==> src/rtl/fb_port_scheduler.sv <==
// fb_port_scheduler
// Arbitrates a single-port frame-buffer RAM between an SD-card write stream
// and a display read requester. Display reads win by default; SD words wait
// in a small FIFO and drain into slots the display leaves idle. A full FIFO
// takes the slot so no SD word is ever lost. Owns the linear write and read
// address counters, both wrapping at one frame.
//
// Ports:
//   clk_ref    - single clock
//   rst        - synchronous active-high reset
//   wr_en      - SD word strobe, always accepted
//   wr_data    - SD word
//   rd_req     - display asks for the next word
//   rd_ack     - combinational: rd_req accepted this cycle
//   rd_data    - read word (RAM output passed through)
//   rd_valid   - rd_data valid this cycle, two cycles after rd_ack
//   ram_en     - RAM access enable (registered)
//   ram_we     - RAM write enable (registered)
//   ram_addr   - RAM address (registered)
//   ram_wdata  - RAM write data (registered)
//   ram_rdata  - RAM read data, one cycle after the read access
//   frame_done - one-cycle pulse with the write of the last frame address
//   fifo_level - current write FIFO occupancy
module fb_port_scheduler #(
    parameter int FRAME_WORDS = 153600,
    parameter int ADDR_W      = 18,
    parameter int DATA_W      = 16,
    parameter int FIFO_DEPTH  = 4
) (
    input  logic                              clk_ref,
    input  logic                              rst,
    input  logic                              wr_en,
    input  logic [DATA_W-1:0]                 wr_data,
    input  logic                              rd_req,
    output logic                              rd_ack,
    output logic [DATA_W-1:0]                 rd_data,
    output logic                              rd_valid,
    output logic                              ram_en,
    output logic                              ram_we,
    output logic [ADDR_W-1:0]                 ram_addr,
    output logic [DATA_W-1:0]                 ram_wdata,
    input  logic [DATA_W-1:0]                 ram_rdata,
    output logic                              frame_done,
    output logic [$clog2(FIFO_DEPTH+1)-1:0]   fifo_level
);

    localparam int PTR_W = $clog2(FIFO_DEPTH);
    localparam int LVL_W = $clog2(FIFO_DEPTH + 1);
    localparam logic [ADDR_W-1:0] LAST_ADDR = ADDR_W'(FRAME_WORDS - 1);

    // Write FIFO: small register file with wrapping pointers (depth is a
    // power of two, so the pointers wrap on their own).
    logic [DATA_W-1:0] fifo_mem_reg [FIFO_DEPTH];
    logic [PTR_W-1:0]  push_ptr_reg;
    logic [PTR_W-1:0]  pop_ptr_reg;
    logic [LVL_W-1:0]  level_reg;

    logic [ADDR_W-1:0] wr_addr_reg;
    logic [ADDR_W-1:0] rd_addr_reg;
    logic [1:0]        rd_pipe_reg;

    logic              ram_en_reg;
    logic              ram_we_reg;
    logic [ADDR_W-1:0] ram_addr_reg;
    logic [DATA_W-1:0] ram_wdata_reg;
    logic              frame_done_reg;

    logic              full;
    logic              push;
    logic              do_wr;
    logic [DATA_W-1:0] head;
    logic [ADDR_W-1:0] wr_addr_next;
    logic [ADDR_W-1:0] rd_addr_next;

    // Slot decision. A full FIFO blocks the read so the pending write takes
    // the slot; this is what guarantees a push at full always pairs with a pop.
    assign full   = (level_reg == LVL_W'(FIFO_DEPTH));
    assign rd_ack = rd_req & ~full & ~rst;
    assign do_wr  = (level_reg != '0) & ~rd_ack & ~rst;
    assign push   = wr_en & ~rst;
    assign head   = fifo_mem_reg[pop_ptr_reg];

    assign wr_addr_next = (wr_addr_reg == LAST_ADDR) ? '0 : wr_addr_reg + ADDR_W'(1);
    assign rd_addr_next = (rd_addr_reg == LAST_ADDR) ? '0 : rd_addr_reg + ADDR_W'(1);

    // FIFO storage carries no reset: contents are discarded by clearing the
    // pointers and level, never by zeroing entries.
    always_ff @(posedge clk_ref) begin
        if (push) begin
            fifo_mem_reg[push_ptr_reg] <= wr_data;
        end
    end

    always_ff @(posedge clk_ref) begin
        if (rst) begin
            push_ptr_reg   <= '0;
            pop_ptr_reg    <= '0;
            level_reg      <= '0;
            wr_addr_reg    <= '0;
            rd_addr_reg    <= '0;
            rd_pipe_reg    <= '0;
            ram_en_reg     <= 1'b0;
            ram_we_reg     <= 1'b0;
            ram_addr_reg   <= '0;
            ram_wdata_reg  <= '0;
            frame_done_reg <= 1'b0;
        end else begin
            if (push) begin
                push_ptr_reg <= push_ptr_reg + PTR_W'(1);
            end
            if (do_wr) begin
                pop_ptr_reg <= pop_ptr_reg + PTR_W'(1);
            end
            case ({push, do_wr})
                2'b10:   level_reg <= level_reg + LVL_W'(1);
                2'b01:   level_reg <= level_reg - LVL_W'(1);
                default: level_reg <= level_reg;
            endcase

            // Stage 0 marks the RAM access cycle, stage 1 the data cycle.
            rd_pipe_reg <= {rd_pipe_reg[0], rd_ack};

            if (rd_ack) begin
                ram_en_reg     <= 1'b1;
                ram_we_reg     <= 1'b0;
                ram_addr_reg   <= rd_addr_reg;
                rd_addr_reg    <= rd_addr_next;
                frame_done_reg <= 1'b0;
            end else if (do_wr) begin
                ram_en_reg     <= 1'b1;
                ram_we_reg     <= 1'b1;
                ram_addr_reg   <= wr_addr_reg;
                ram_wdata_reg  <= head;
                wr_addr_reg    <= wr_addr_next;
                frame_done_reg <= (wr_addr_reg == LAST_ADDR);
            end else begin
                // Idle slot: address and data hold to avoid needless toggling.
                ram_en_reg     <= 1'b0;
                ram_we_reg     <= 1'b0;
                frame_done_reg <= 1'b0;
            end
        end
    end

    assign rd_data    = ram_rdata;
    assign rd_valid   = rd_pipe_reg[1];
    assign ram_en     = ram_en_reg;
    assign ram_we     = ram_we_reg;
    assign ram_addr   = ram_addr_reg;
    assign ram_wdata  = ram_wdata_reg;
    assign frame_done = frame_done_reg;
    assign fifo_level = level_reg;

endmodule

==> config.mk <==
export PLATFORM = sky130hd
export DESIGN_NAME = fb_port_scheduler
export DESIGN_NICKNAME = d
export VERILOG_FILES = /design/src/rtl/fb_port_scheduler.sv
export SDC_FILE = /design/constraint.sdc
export NUM_CORES = 1
export LEC_CHECK = 0
export ABC_AREA = 1
export CORE_ASPECT_RATIO = 1.75
export CORE_MARGIN = 2
export CORE_UTILIZATION = 54
export DETAILED_ROUTE_END_ITERATION = 16
export PLACE_DENSITY = 0.78
export SLEW_MARGIN = 15
export SYNTH_ARGS = -nofsm -noshare
export SYNTH_HDL_FRONTEND = slang
export SYNTH_SLANG_ARGS = --single-unit
==> constraint.sdc <==
create_clock -name clk_ref -period 3.22 [get_ports clk_ref]
set_input_delay 0.966 -clock clk_ref [delete_from_list [all_inputs] [get_ports clk_ref]]
set_output_delay 0.966 -clock clk_ref [all_outputs]
set_load 0.02 [all_outputs]
==> results of run 1 <==
-- final timing paths --
| path | start | endpoint | slack (ns) | depth (start not counted) |
|---|---|---|---|---|
| worst min-delay path | rd_pipe_reg[0]$_SDFF_PP0_ | rd_pipe_reg[1]$_SDFF_PP0_ | 0.41 | 2 |
| worst max-delay path | rst | rd_ack | 0.21 | 5 |
| worst min register to register | rd_pipe_reg[0]$_SDFF_PP0_ | rd_pipe_reg[1]$_SDFF_PP0_ | 0.41 | 2 |
| worst max register to register | fifo_level[1]$_SDFFE_PP0P_ | fifo_level[2]$_SDFFE_PP0P_ | 1.11 | 12 |
-- worst max-delay path, delay by kind of cell --
family,cells,cell delay (ns)
simple gates,1,0.09
buf+inv,4,0.98
-- power by group through the flow --
stage          logic, mW  registers, mW  clock network, mW
2_1_floorplan      0.195           2.08                  0
3_3_place_gp       0.330           2.05                  0
3_5_place_dp       0.342           2.05                  0
4_1_cts            0.345           2.01               1.95
5_1_grt            0.373           2.01               2.03
6_report           0.343           2.01               1.93
-- layout make-up --
class	count	area, um2	share of cell area [%]
sequential	146	3560	46.4
multi-input combinational	500	2300	29.9
timing repair buffer	78	787	10.2
clock buffer	17	425	5.54
inverter	75	283	3.68
tap	135	169	2.20
clock inverter	15	160	2.08
-- cell families after synthesis --
logic type / Yosys count / synth area share [%]
fa+ha+maj: 8 / 1.68
compound gates: 120 / 9.69
buf+inv: 121 / 8.71
xor+xnor: 8 / 1.09
simple gates: 364 / 23.3
flops: 146 / 55.5
-- placed cells by master, fill, tap and decap left out, types with 3 or more instances in the layout --
| cell type | n |
|---|---|
| nor2_1 | 192 |
| nand2_1 | 111 |
| dfxtp_1 | 82 |
| inv_1 | 71 |
| o21ai_0 | 71 |
| edfxtp_1 | 64 |
| clkdlybuf4s50_1 | 60 |
| nand3_1 | 38 |
| a21oi_1 | 30 |
| o22ai_1 | 17 |
| clkbuf_16 | 17 |
| buf_4 | 13 |
| nand4_1 | 7 |
| ha_1 | 7 |
| inv_8 | 6 |
| nor3_1 | 5 |
| xor2_1 | 5 |
| inv_6 | 4 |
| buf_12 | 4 |
| inv_2 | 3 |
| xnor2_1 | 3 |
-- layer usage --
layer	vias up	wire (um)
met5	-	0
met4	0	456
met3	38	727
met2	196	8350
met1	2471	5450
li1	2581	-
-- timing repair --
action / 4_1_cts / 5_1_grt
gates resized for setup: 1 / 0
buffers inserted: 0 / 0
endpoints found under the setup margin: 1 / 0
-- through the flow --
stage	utilization [%]	hold WS (ns)	std cells	instance area, um2
2_1_floorplan	-	0.388	767	6420
3_3_place_gp	61.3	0.402	934	7100
3_5_place_dp	61.3	0.401	934	7100
4_1_cts	66.3	0.410	966	7680
5_1_grt	66.3	0.417	966	7680
6_report	66.3	0.408	966	7680
==> flow_summary.json, run 1 <==
{
  "status": "finished clean",
  "cellLeakagePower_nw": 2.83,
  "drv_cap": 0,
  "syn_inst": 767,
  "finalCritPeriodShare_pct": 93.4,
  "finClkSkew_ns": 0.0125,
  "dr.pass1.iters": 6,
  "start_kind": "primary input",
  "required_ns": 2.25,
  "start_util_pct": 55.4,
  "sw_frac_of_total_pct": 26.3,
  "drc": 0,
  "path_max_fanout": 2,
  "io_buffers": 61,
  "grt_max_degree": 51,
  "setup_viol": 0,
  "top_level_ports": 94,
  "grt_overflow": 0,
  "slew_headroom_pct": 36.0,
  "hp-class": "flip-flop to flip-flop",
  "clockBufferDepth": 2,
  "max_freq_mhz": 332,
  "p_int_mw": 3.15,
  "arrival_ns": 2.04,
  "die_w_um": 86.4,
  "yosysMostFrequentCell": "nor2_1",
  "synth_area_leaders": "edfxtp_1, dfxtp_1, nor2_1",
  "maxSlewViolCount": 0,
  "busiest_layer": "met2",
  "wirelength_mm": 15.0,
  "slowest_stage": "clkdlybuf4s50_1",
  "drive_gt1_share_pct": 7.46,
  "root_buffer": "clkbuf_16",
  "ant_nets": 0,
  "synthFlopType": "dfxtp_1",
  "synth-edff-count": 64,
  "use_met1_pct": 24.3,
  "post-dp-hpwl_mm": 10.0,
  "ys_seq_area_share_pct": 55.5,
  "drt_iter0_drc": 491,
  "gp_congestion": 0.911,
  "syn_to_final_growth_pct": 19.7,
  "yosysWarnings": 0,
  "fin_crit_ns": 3.01,
  "p_per_area_nw_per_um2": 557,
  "htree_levels": 4,
  "largest_reg_flops": 64,
  "worstSetupPathType": "primary input to output port",
  "avgSynthCellArea_um2": 8.37,
  "grt_util_met3_pct": 6.22,
  "grt_setup_unrepaired": "no",
  "tns_ns": 0,
  "finalPower_mw": 4.28,
  "clkTransAtPathRegs_ns": 0.07,
  "ys_ff_latch": 146,
  "cts_buffers": 17,
  "path_cells": "clkdlybuf4s50_1, clkinv_2, nand3_2, inv_1, dlygate4sd2_1",
  "peakVddDrop_uv": 503,
  "timing.final.ws_setup_ns": 0.211,
  "synth_commonest_cells": "nor2_1, nand2_1, dfxtp_1",
  "wire_per_inst_um": 15.5,
  "sequentialPowerShare_pct": 47.0,
  "grt_pass1_vias": 5130,
  "tightest_slew_ns": 0.958,
  "rows": 52,
  "syn_area_um2": 6420,
  "slowest_delay_ns": 0.50,
  "antenna_found_initial": 0,
  "hold_viol_final": 0,
  "fillers": 911,
  "final_nets": 862,
  "core_area_um2": 11600,
  "cts_tree": "yes",
  "met2_usage_pct": 44.0,
  "vias": 5286,
  "place_ws_ns": -0.0340,
  "hold_buffers": 0,
  "crit_path_end_kind": "output port",
  "switchingPower_mw": 1.12,
  "clkLatencyLatePin_ns": 0.43,
  "yosysTopAreaCell": "edfxtp_1",
  "design.die.area_um2": 12800,
  "grt_pass1_wl_mm": 23.8,
  "synth-async-reset-ratio_pct": 0,
  "synth_nets": 811,
  "cts.sinks": 146,
  "viasPerCell": 5.47,
  "die_h_um": 148,
  "yosysTopAreaCellShare_pct": 29.9,
  "grt_usage_pct": 23.9,
  "combPwrFrac_pct": 8.0,
  "ys_types": 29,
  "clkPwrFrac_pct": 45.0,
  "n_antenna_cell": 0
}
Power figures use the tool's default switching activity.
==> run 2: changes to the inputs <==
--- a/config.mk
+++ b/config.mk
@@ -8,9 +8,9 @@
 export ABC_AREA = 1
 export CORE_ASPECT_RATIO = 1.75
 export CORE_MARGIN = 2
-export CORE_UTILIZATION = 54
+export CORE_UTILIZATION = 30
 export DETAILED_ROUTE_END_ITERATION = 16
-export PLACE_DENSITY = 0.78
+export PLACE_DENSITY = 0.48
 export SLEW_MARGIN = 15
 export SYNTH_ARGS = -nofsm -noshare
 export SYNTH_HDL_FRONTEND = slang
==> flow_summary.json, run 2 (same netlist as run 1, synthesis figures left out) <==
{
  "slowest_delay_ns": 0.50,
  "grt_pass1_vias": 4903,
  "path_cells": "clkdlybuf4s50_1, clkinv_2, nand3_2, inv_1, dlygate4sd2_1",
  "hp-class": "flip-flop to flip-flop",
  "gp_congestion": 0.815,
  "cellLeakagePower_nw": 2.86,
  "syn_to_final_growth_pct": 22.7,
  "worstSetupPathType": "primary input to output port",
  "wire_per_inst_um": 14.9,
  "min_path_cells": 2,
  "grt_max_degree": 43,
  "top_level_ports": 94,
  "cts_buffers": 17,
  "rows": 70,
  "grt_usage_pct": 14.9,
  "hold_end": "rd_pipe_reg[1]$_SDFF_PP0_",
  "post-dp-hpwl_mm": 11.2,
  "viasPerCell": 4.62,
  "fin_crit_ns": 3.05,
  "fin_cells": 1088,
  "layout_common_cells": "nor2_1, nand2_1, dfxtp_1, inv_1, o21ai_0",
  "status": "finished clean",
  "grt_overflow": 0,
  "clkTransAtPathRegs_ns": 0.06,
  "rrSetupSlack_ns": 1.17,
  "hp-start": "rd_pipe_reg[0]$_SDFF_PP0_",
  "peakVddDrop_uv": 339,
  "wirelength_mm": 16.2,
  "start_util_pct": 30.7,
  "htree_levels": 4,
  "final_nets": 867,
  "required_ns": 2.25,
  "tightest_slew_ns": 1.02,
  "die_w_um": 115,
  "timing.rr.start": "fifo_level[1]$_SDFFE_PP0P_",
  "vias": 5026,
  "slowest_stage": "clkdlybuf4s50_1",
  "core_area_um2": 20900,
  "path_max_fanout": 2,
  "ant_nets": 0,
  "cp_top_family": "buffers and inverters",
  "drive_gt1_share_pct": 7.54,
  "die_h_um": 198,
  "worst-path-buf-inv": 4,
  "cts.sinks": 146,
  "finalCritPeriodShare_pct": 94.8,
  "r2r_cells": 12,
  "maxSlewViolCount": 0,
  "antenna_found_initial": 0,
  "slew_headroom_pct": 31.7,
  "hold_viol_final": 0,
  "start_kind": "primary input",
  "hold_buffers": 0,
  "arrival_ns": 2.09,
  "finClkSkew_ns": 0.00812,
  "clockBufferDepth": 2,
  "dp.cells": 1056,
  "design.die.area_um2": 22600,
  "fillers": 2105,
  "drv_cap": 0,
  "regArea_um2": 3560,
  "multi_input_area_um2": 2300,
  "io_buffers": 61,
  "finalPower_mw": 4.33,
  "dr.pass1.iters": 4,
  "cts_tree": "yes",
  "n_antenna_cell": 0,
  "root_buffer": "clkbuf_16",
  "crit_path_end_kind": "output port",
  "largest_reg_flops": 64,
  "layout_commonest_cell": "nor2_1",
  "setup_viol": 0,
  "drc": 0,
  "tns_ns": 0,
  "max_freq_mhz": 328,
  "drt_iter0_drc": 197,
  "p_per_area_nw_per_um2": 550,
  "clkLatencyLatePin_ns": 0.42,
  "grt_pass1_wl_mm": 25.4,
  "r2r-end": "fifo_level[2]$_SDFFE_PP0P_",
  "grt_setup_unrepaired": "no"
}
[run 2: cell count changes in the layout (fill, tap and decap cells not counted), moves of 2 or more]
| cell | previous run | this run |
|---|---|---|
| clkinv_8 | 2 | 0 |
| clkbuf_8 | 0 | 2 |
| clkinv_2 | 1 | 4 |
| buf_4 | 13 | 18 |
| clkbuf_1 | 0 | 3 |
| inv_8 | 6 | 0 |
| inv_6 | 4 | 0 |
| bufinv_16 | 0 | 2 |
[run 2: cell type report]
type / instances / area share [%]
Sequential cell: 146 / 45.2
Inverter: 75 / 3.59
Multi-Input combinational cell: 500 / 29.2
Timing Repair Buffer: 83 / 10.5
Clock inverter: 9 / 1.32
Clock buffer: 23 / 6.21
Tap cell: 252 / 4.00
[run 2: worst reg2reg max path, delay by kind of cell, from the launching register on]
kind	cells	cell delay (ns)
buffers and inverters	3	0.20
AND/OR/NAND/NOR	3	0.45
AO/OA/AOI/OAI	4	0.45
flip-flops	1	0.33
adder cells (fa/ha/maj)	2	0.50
[run 2: timing repair]
action	4_1_cts	5_1_grt
setup buffers	0	0
resized for setup	1	0
endpoints found under the setup margin	1	0
[run 2: metrics by stage]
step	hold WS [ns]	utilization [%]	instance area (um2)	setup slack [ns]
after floorplan	0.388	-	6420	0.567
after global placement	0.401	34.8	7280	-0.120
after detailed placement	0.401	34.8	7280	-0.122
after CTS	0.412	37.6	7880	0.139
after global routing	0.444	37.6	7880	0.121
final	0.407	37.6	7880	0.168
[run 2: where the power goes]
group | internal [mW] | switching (mW) | leakage (nW)
logic | 0.131 | 0.218 | 1.32
clock network | 1.22 | 0.750 | 0.290
registers | 1.99 | 0.0225 | 1.25
[run 2: per-layer routing]
layer / part of all wire (%) / global-route usage, %
met2: 57 / 29.2
met3: 2.7 / 2.79
met1: 36 / 14.1
met5: 0 / 0
met4: 3.7 / 8.27
[run 2: worst max-delay path by stage]
stage	start	to	slack, ns	depth (start not counted)
global placement	rst	rd_ack	-0.12	5
finish	rst	rd_ack	0.17	5
floorplan	rst	fifo_level[2]$_SDFFE_PP0P_	0.57	12
CTS	rst	rd_ack	0.14	5
global route	rst	rd_ack	0.12	5
detailed placement	rst	rd_ack	-0.12	5
==> edit 1, RTL diff (config.mk and constraints of run 1) <==
The parameter `ADDR_W` goes from 18 to 16.
--- a/src/rtl/fb_port_scheduler.sv
+++ b/src/rtl/fb_port_scheduler.sv
@@ -23,7 +23,7 @@
 //   fifo_level - current write FIFO occupancy
 module fb_port_scheduler #(
     parameter int FRAME_WORDS = 153600,
-    parameter int ADDR_W      = 18,
+    parameter int ADDR_W      = 16,
     parameter int DATA_W      = 16,
     parameter int FIFO_DEPTH  = 4
 ) (
Ports: changed (resized ram_addr); port bits go from 94 to 92. No check against the original RTL was run, so the function may have changed too.
==> edit 1 against run 1 <==
  * Routed wire length down 8.5%
  * Sequential cell count down 6
  * Fmax up 1.6%
  * Total power down 4.0%
  * Design area down 5.9%
  * Synthesized area down 4.8%
  * Setup slack better by 0.047 ns
  * Critical path type unchanged
  * Largest power group unchanged
==> edit 1: results <==
{
  "path_clk_slew_ns": 0.06,
  "grt_pass1_wl_mm": 22.07,
  "antenna_found_initial": 0,
  "cts_hold_buf": 0,
  "dpl.hpwl_mm": 9.281,
  "drtIter0Drc": 355,
  "ctsResizeCount": 1,
  "vdd_drop_max_v": 0.0005155,
  "cts_root_buf": "clkbuf_16",
  "synth-edff-count": 64,
  "yosysUniqueCellTypes": 31,
  "drive_above_1_share": 0.07963,
  "largest_reg_flops": 64,
  "grt_max_degree": 36,
  "leakagePower_nw": 2.616,
  "post-place-ws_ns": -0.04508,
  "gp_congestion": 0.9041,
  "fin_cells": 898,
  "grt_use_total": 0.2319,
  "synth-xor-area-share": 0.01004,
  "synth_area_leaders": "edfxtp_1 31%, dfxtp_1 25%, nor2_1 11%, nand2_1 5.8%, o21ai_0 5.0%",
  "synth_adder_area_share": 0.01762,
  "place_inst": 866,
  "cts_made_buffers": 17,
  "worst_pin_slew_ns": 0.9675,
  "syn-num-nets": 748,
  "grt_pass1_vias": 4890,
  "cp_max_fo": 2,
  "async_flop_share": 0,
  "drt_wl_total_mm": 13.72,
  "port_buffers": 59,
  "viasPerCell": 5.438,
  "antennaDiodeCount": 0,
  "hold_path.class": "flop to flop",
  "synth_common_cells": "179 x nor2_1, 94 x nand2_1, 76 x dfxtp_1",
  "ys.flop_type": "dfxtp_1",
  "h-tree-depth": 4,
  "synthCells": 704,
  "synth_compound_area_frac": 0.1008,
  "status": "finished clean",
  "firstDrtPassIters": 7,
  "synth-seq-area-share": 0.5637,
  "layout.nets": 797,
  "clock-skew-final_ns": 0.008890
}
[edit 1: cell types whose count changed after synthesis, moves of 5 or more]
cell and delta:
dfxtp_1 -6, buf_6 +5, o21ai_1 +12, buf_2 -5
nand2_1 -17, o21ai_0 -10, a21oi_1 -5, nand3_1 -13
nor2_1 -13, inv_1 -6
[edit 1: path summary, 6_finish.rpt]
check                             start                          to  slack (ns)  cells past startpoint
max                              rd_req                      rd_ack        0.26                      4
min           rd_pipe_reg[0]$_SDFF_PP0_   rd_pipe_reg[1]$_SDFF_PP0_        0.41                      2
max reg2reg  fifo_level[0]$_SDFFE_PP0P_  fifo_level[2]$_SDFFE_PP0P_        1.13                     12
min reg2reg   rd_pipe_reg[0]$_SDFF_PP0_   rd_pipe_reg[1]$_SDFF_PP0_        0.41                      2
[edit 1: critical path: stages]
cell	delay, ns
clkdlybuf4s50_1	0.55
nand3_4	0.10
inv_4	0.06
dlygate4sd2_1	0.32
[edit 1: area by class of cell]
| type | count | area (sq um) |
|---|---|---|
| clock buffer | 20 | 446.7 |
| clock inverter | 12 | 113.9 |
| fill | 906 | 3871 |
| inverter | 67 | 256.5 |
| multi-input combinational | 454 | 2112 |
| sequential | 140 | 3443 |
| tap | 132 | 165.2 |
| timing repair buffer | 73 | 694.4 |
[edit 1: kinds of logic (layout without fill, tap and decap cells)]
logic type      Yosys count  in the layout
compound gates          118            118
xor+xnor                  7              7
fa+ha+maj                 8              8
buf+inv                 110            172
flops                   140            140
simple gates            321            321
[edit 1: layer usage]
| layer | wire [um] | global-route usage | up-vias |
|---|---|---|---|
| li1 | - | - | 2370 |
| met2 | 7609 | 0.4524 | 192 |
| met5 | 0 | 0 | - |
| met3 | 674 | 0.05105 | 58 |
| met4 | 522 | 0.1178 | 0 |
| met1 | 4908 | 0.2248 | 2263 |
[edit 1: stage by stage]
| step | cell area, sq um | setup TNS, ns | total power [W] |
|---|---|---|---|
| final | 7232 | 0 | 0.004108 |
| after global routing | 7232 | 0 | 0.004233 |
| after floorplan | 6108 | 0 | 0.002212 |
| after global placement | 6673 | -0.04767 | 0.002300 |
| after CTS | 7232 | 0 | 0.004122 |
| after detailed placement | 6673 | -0.07964 | 0.002313 |
[edit 1: report_power, final]
part / internal (W) / switching [W]
combinational: 0.000125 / 0.000211
sequential: 0.00191 / 0.0000260
clock: 0.00109 / 0.000744
==> edit 2, RTL diff (settings of run 1) <==
Without the edit above. Reset style: asynchronous (`rst`), changed in one clocked block. Comments in the files are not updated.
--- a/src/rtl/fb_port_scheduler.sv
+++ b/src/rtl/fb_port_scheduler.sv
@@ -91,7 +91,7 @@
         end
     end
 
-    always_ff @(posedge clk_ref) begin
+    always_ff @(posedge clk_ref or posedge rst) begin
         if (rst) begin
             push_ptr_reg   <= '0;
             pop_ptr_reg    <= '0;
Behaviour: differs if rst is asserted again (counterexample within 4 cycles, from zero or initial values and one cycle with rst high); with rst held inactive, the same outputs for 4 cycles.
==> edit 2 against run 1 <==
  * Design area increased by 3.6%
  * Sequential cell count is the same
  * Largest cell class unchanged
  * Non-clock buffer count down 1
  * Global-route usage is 0.13 points lower
  * Critical path depth rose by 1
  * Routed wire length hardly changed
  * Synthesized area is 3.6% higher
  * Count of clock-buffer cells in the layout stayed put
  * Critical endpoint unchanged
  * Setup slack worse by 0.053 ns
Power is not compared: it rests on default switching activity, and its combinational part moved more than twofold at a synthesized area within 25%.
==> edit 2: results <==
{
  "syn-num-nets": 747,
  "synth_common_cells": "146 x nor2_1, 116 x nand2_1, 82 x dfrtp_1",
  "viasPerCell": 5.502,
  "path_clk_slew_ns": 0.06,
  "h-tree-depth": 4,
  "cp_max_fo": 2,
  "yosysWarnings": 0,
  "firstDrtPassIters": 10,
  "drive_above_1_share": 0.09079,
  "met1_length_mm": 5.498,
  "met3_length_um": 646,
  "yosysUniqueCellTypes": 33,
  "drtIter0Drc": 346,
  "synth_compound_area_frac": 0.07185,
  "async_flop_share": 0.5616,
  "ys.flop_type": "dfrtp_1",
  "wl_met2_mm": 8.424,
  "synth-seq-area-share": 0.5973,
  "status": "finished clean",
  "grt_use_total": 0.2378,
  "synth_area_leaders": "dfrtp_1 31%, edfxtp_1 29%, nor2_1 8.2%, nand2_1 6.5%, nand3_1 4.5%",
  "antennaDiodeCount": 0,
  "gp_congestion": 0.8669,
  "port_buffers": 61,
  "synth_adder_area_share": 0.01617,
  "layout.nets": 802,
  "dpl.hpwl_mm": 10.39,
  "grt_pass1_wl_mm": 23.97,
  "maxSlewHeadroom": 0.5923,
  "max_cap_viol_count": 0,
  "synthMuxAreaShare": 0,
  "grt_max_degree": 48,
  "post_drt_wl_per_cell_um": 16.01,
  "synth-edff-count": 64,
  "dpl_cell_area_sq_um": 7380,
  "cts_root_buf": "clkbuf_16",
  "top_layer": "met4",
  "clkLatencyLatePin_ns": 0.42,
  "clockBufferDepth": 2,
  "synth-xor-area-share": 0.02106,
  "vdd_drop_max_v": 0.0005640,
  "grt_pass1_vias": 5177,
  "clock-skew-final_ns": 0.008138
}
edit 2: changes by cell type after synthesis, sizes merged, moves of 12 or more:
| cell | delta |
|---|---|
| dfrtp | +82 |
| dfxtp | -82 |
| nor2 | -48 |
| o21ai | -28 |
| inv | -24 |
| nand3 | +21 |
| a21oi | -19 |
| o22ai | -17 |
| a31oi | +16 |
| nand4 | +12 |
edit 2: path summary, 6_finish.rpt:
path,start,to,slack (ns),cells after the start
setup / recovery,rd_req,rd_ack,0.16,6
hold / removal,rd_pipe_reg[0]$_DFF_PP0_,rd_pipe_reg[1]$_DFF_PP0_,0.38,0
setup reg to reg,fifo_level[0]$_DFFE_PP0P_,fifo_level[2]$_DFFE_PP0P_,1.28,9
hold reg to reg,rd_pipe_reg[0]$_DFF_PP0_,rd_pipe_reg[1]$_DFF_PP0_,0.38,0
max in group asynchronous,rst,rd_addr_reg[0]$_DFFE_PP0P_,1.03,5
min in group asynchronous,rst,push_ptr_reg[1]$_DFFE_PP0P_,1.22,4
edit 2: cell families after synthesis:
group                      Yosys count
AOI/OAI and AO/OA                   84
xor gates and xnor gates            16
adders and majority gates            8
buffers and inverters               91
DFF                                146
and+or+nand+nor                    358
edit 2: final cells by class:
cell class              instances  area (sq um)
fillers                       909          4040
repair buffers                 77         729.5
clock inverters                15         158.9
flip-flops and latches        146          3974
multi-input cells             466          2275
clock buffers                  17         425.4
well taps                     165         206.4
inverters                      50         193.9
edit 2: power by group through the flow:
stage	registers (W)	clock network, W	logic (W)
global route	0.00275	0.00204	0.00231
CTS	0.00270	0.00196	0.00211
detailed placement	0.00272	0	0.00210
finish	0.00270	0.00194	0.00209
global placement	0.00271	0	0.00201
floorplan	0.00287	0	0.00116
edit 2: per-stage QoR:
| step | utilization | std cells | total power (W) | worst slack, ns |
|---|---|---|---|---|
| finish | 0.6634 | 936 | 0.006732 | 0.1582 |
| CTS | 0.6634 | 936 | 0.006773 | 0.1327 |
| floorplan | - | 703 | 0.004025 | -0.3113 |
| detailed placement | 0.6148 | 904 | 0.004823 | -0.1368 |
| global route | 0.6634 | 936 | 0.007092 | 0.07867 |
| global placement | 0.6148 | 904 | 0.004720 | -0.1356 |
edit 2: metal layers:
metal	GRT usage	vias up
met4	0.1162	0
met3	0.04632	37
li1	-	2445
met1	0.2506	2460
met2	0.4394	208
met5	0	-
edit 2: worst max-delay path, cell delays in order:
cell and delay, ns:
clkdlybuf4s50_1 0.45, inv_1 0.04, nor2_1 0.15, nand2_2 0.09
inv_2 0.06, dlygate4sd2_1 0.33
edit 2: repair_timing:
action,CTS,global route
gates resized for setup,1,0
setup endpoints to repair,1,0
setup buffers,0,0
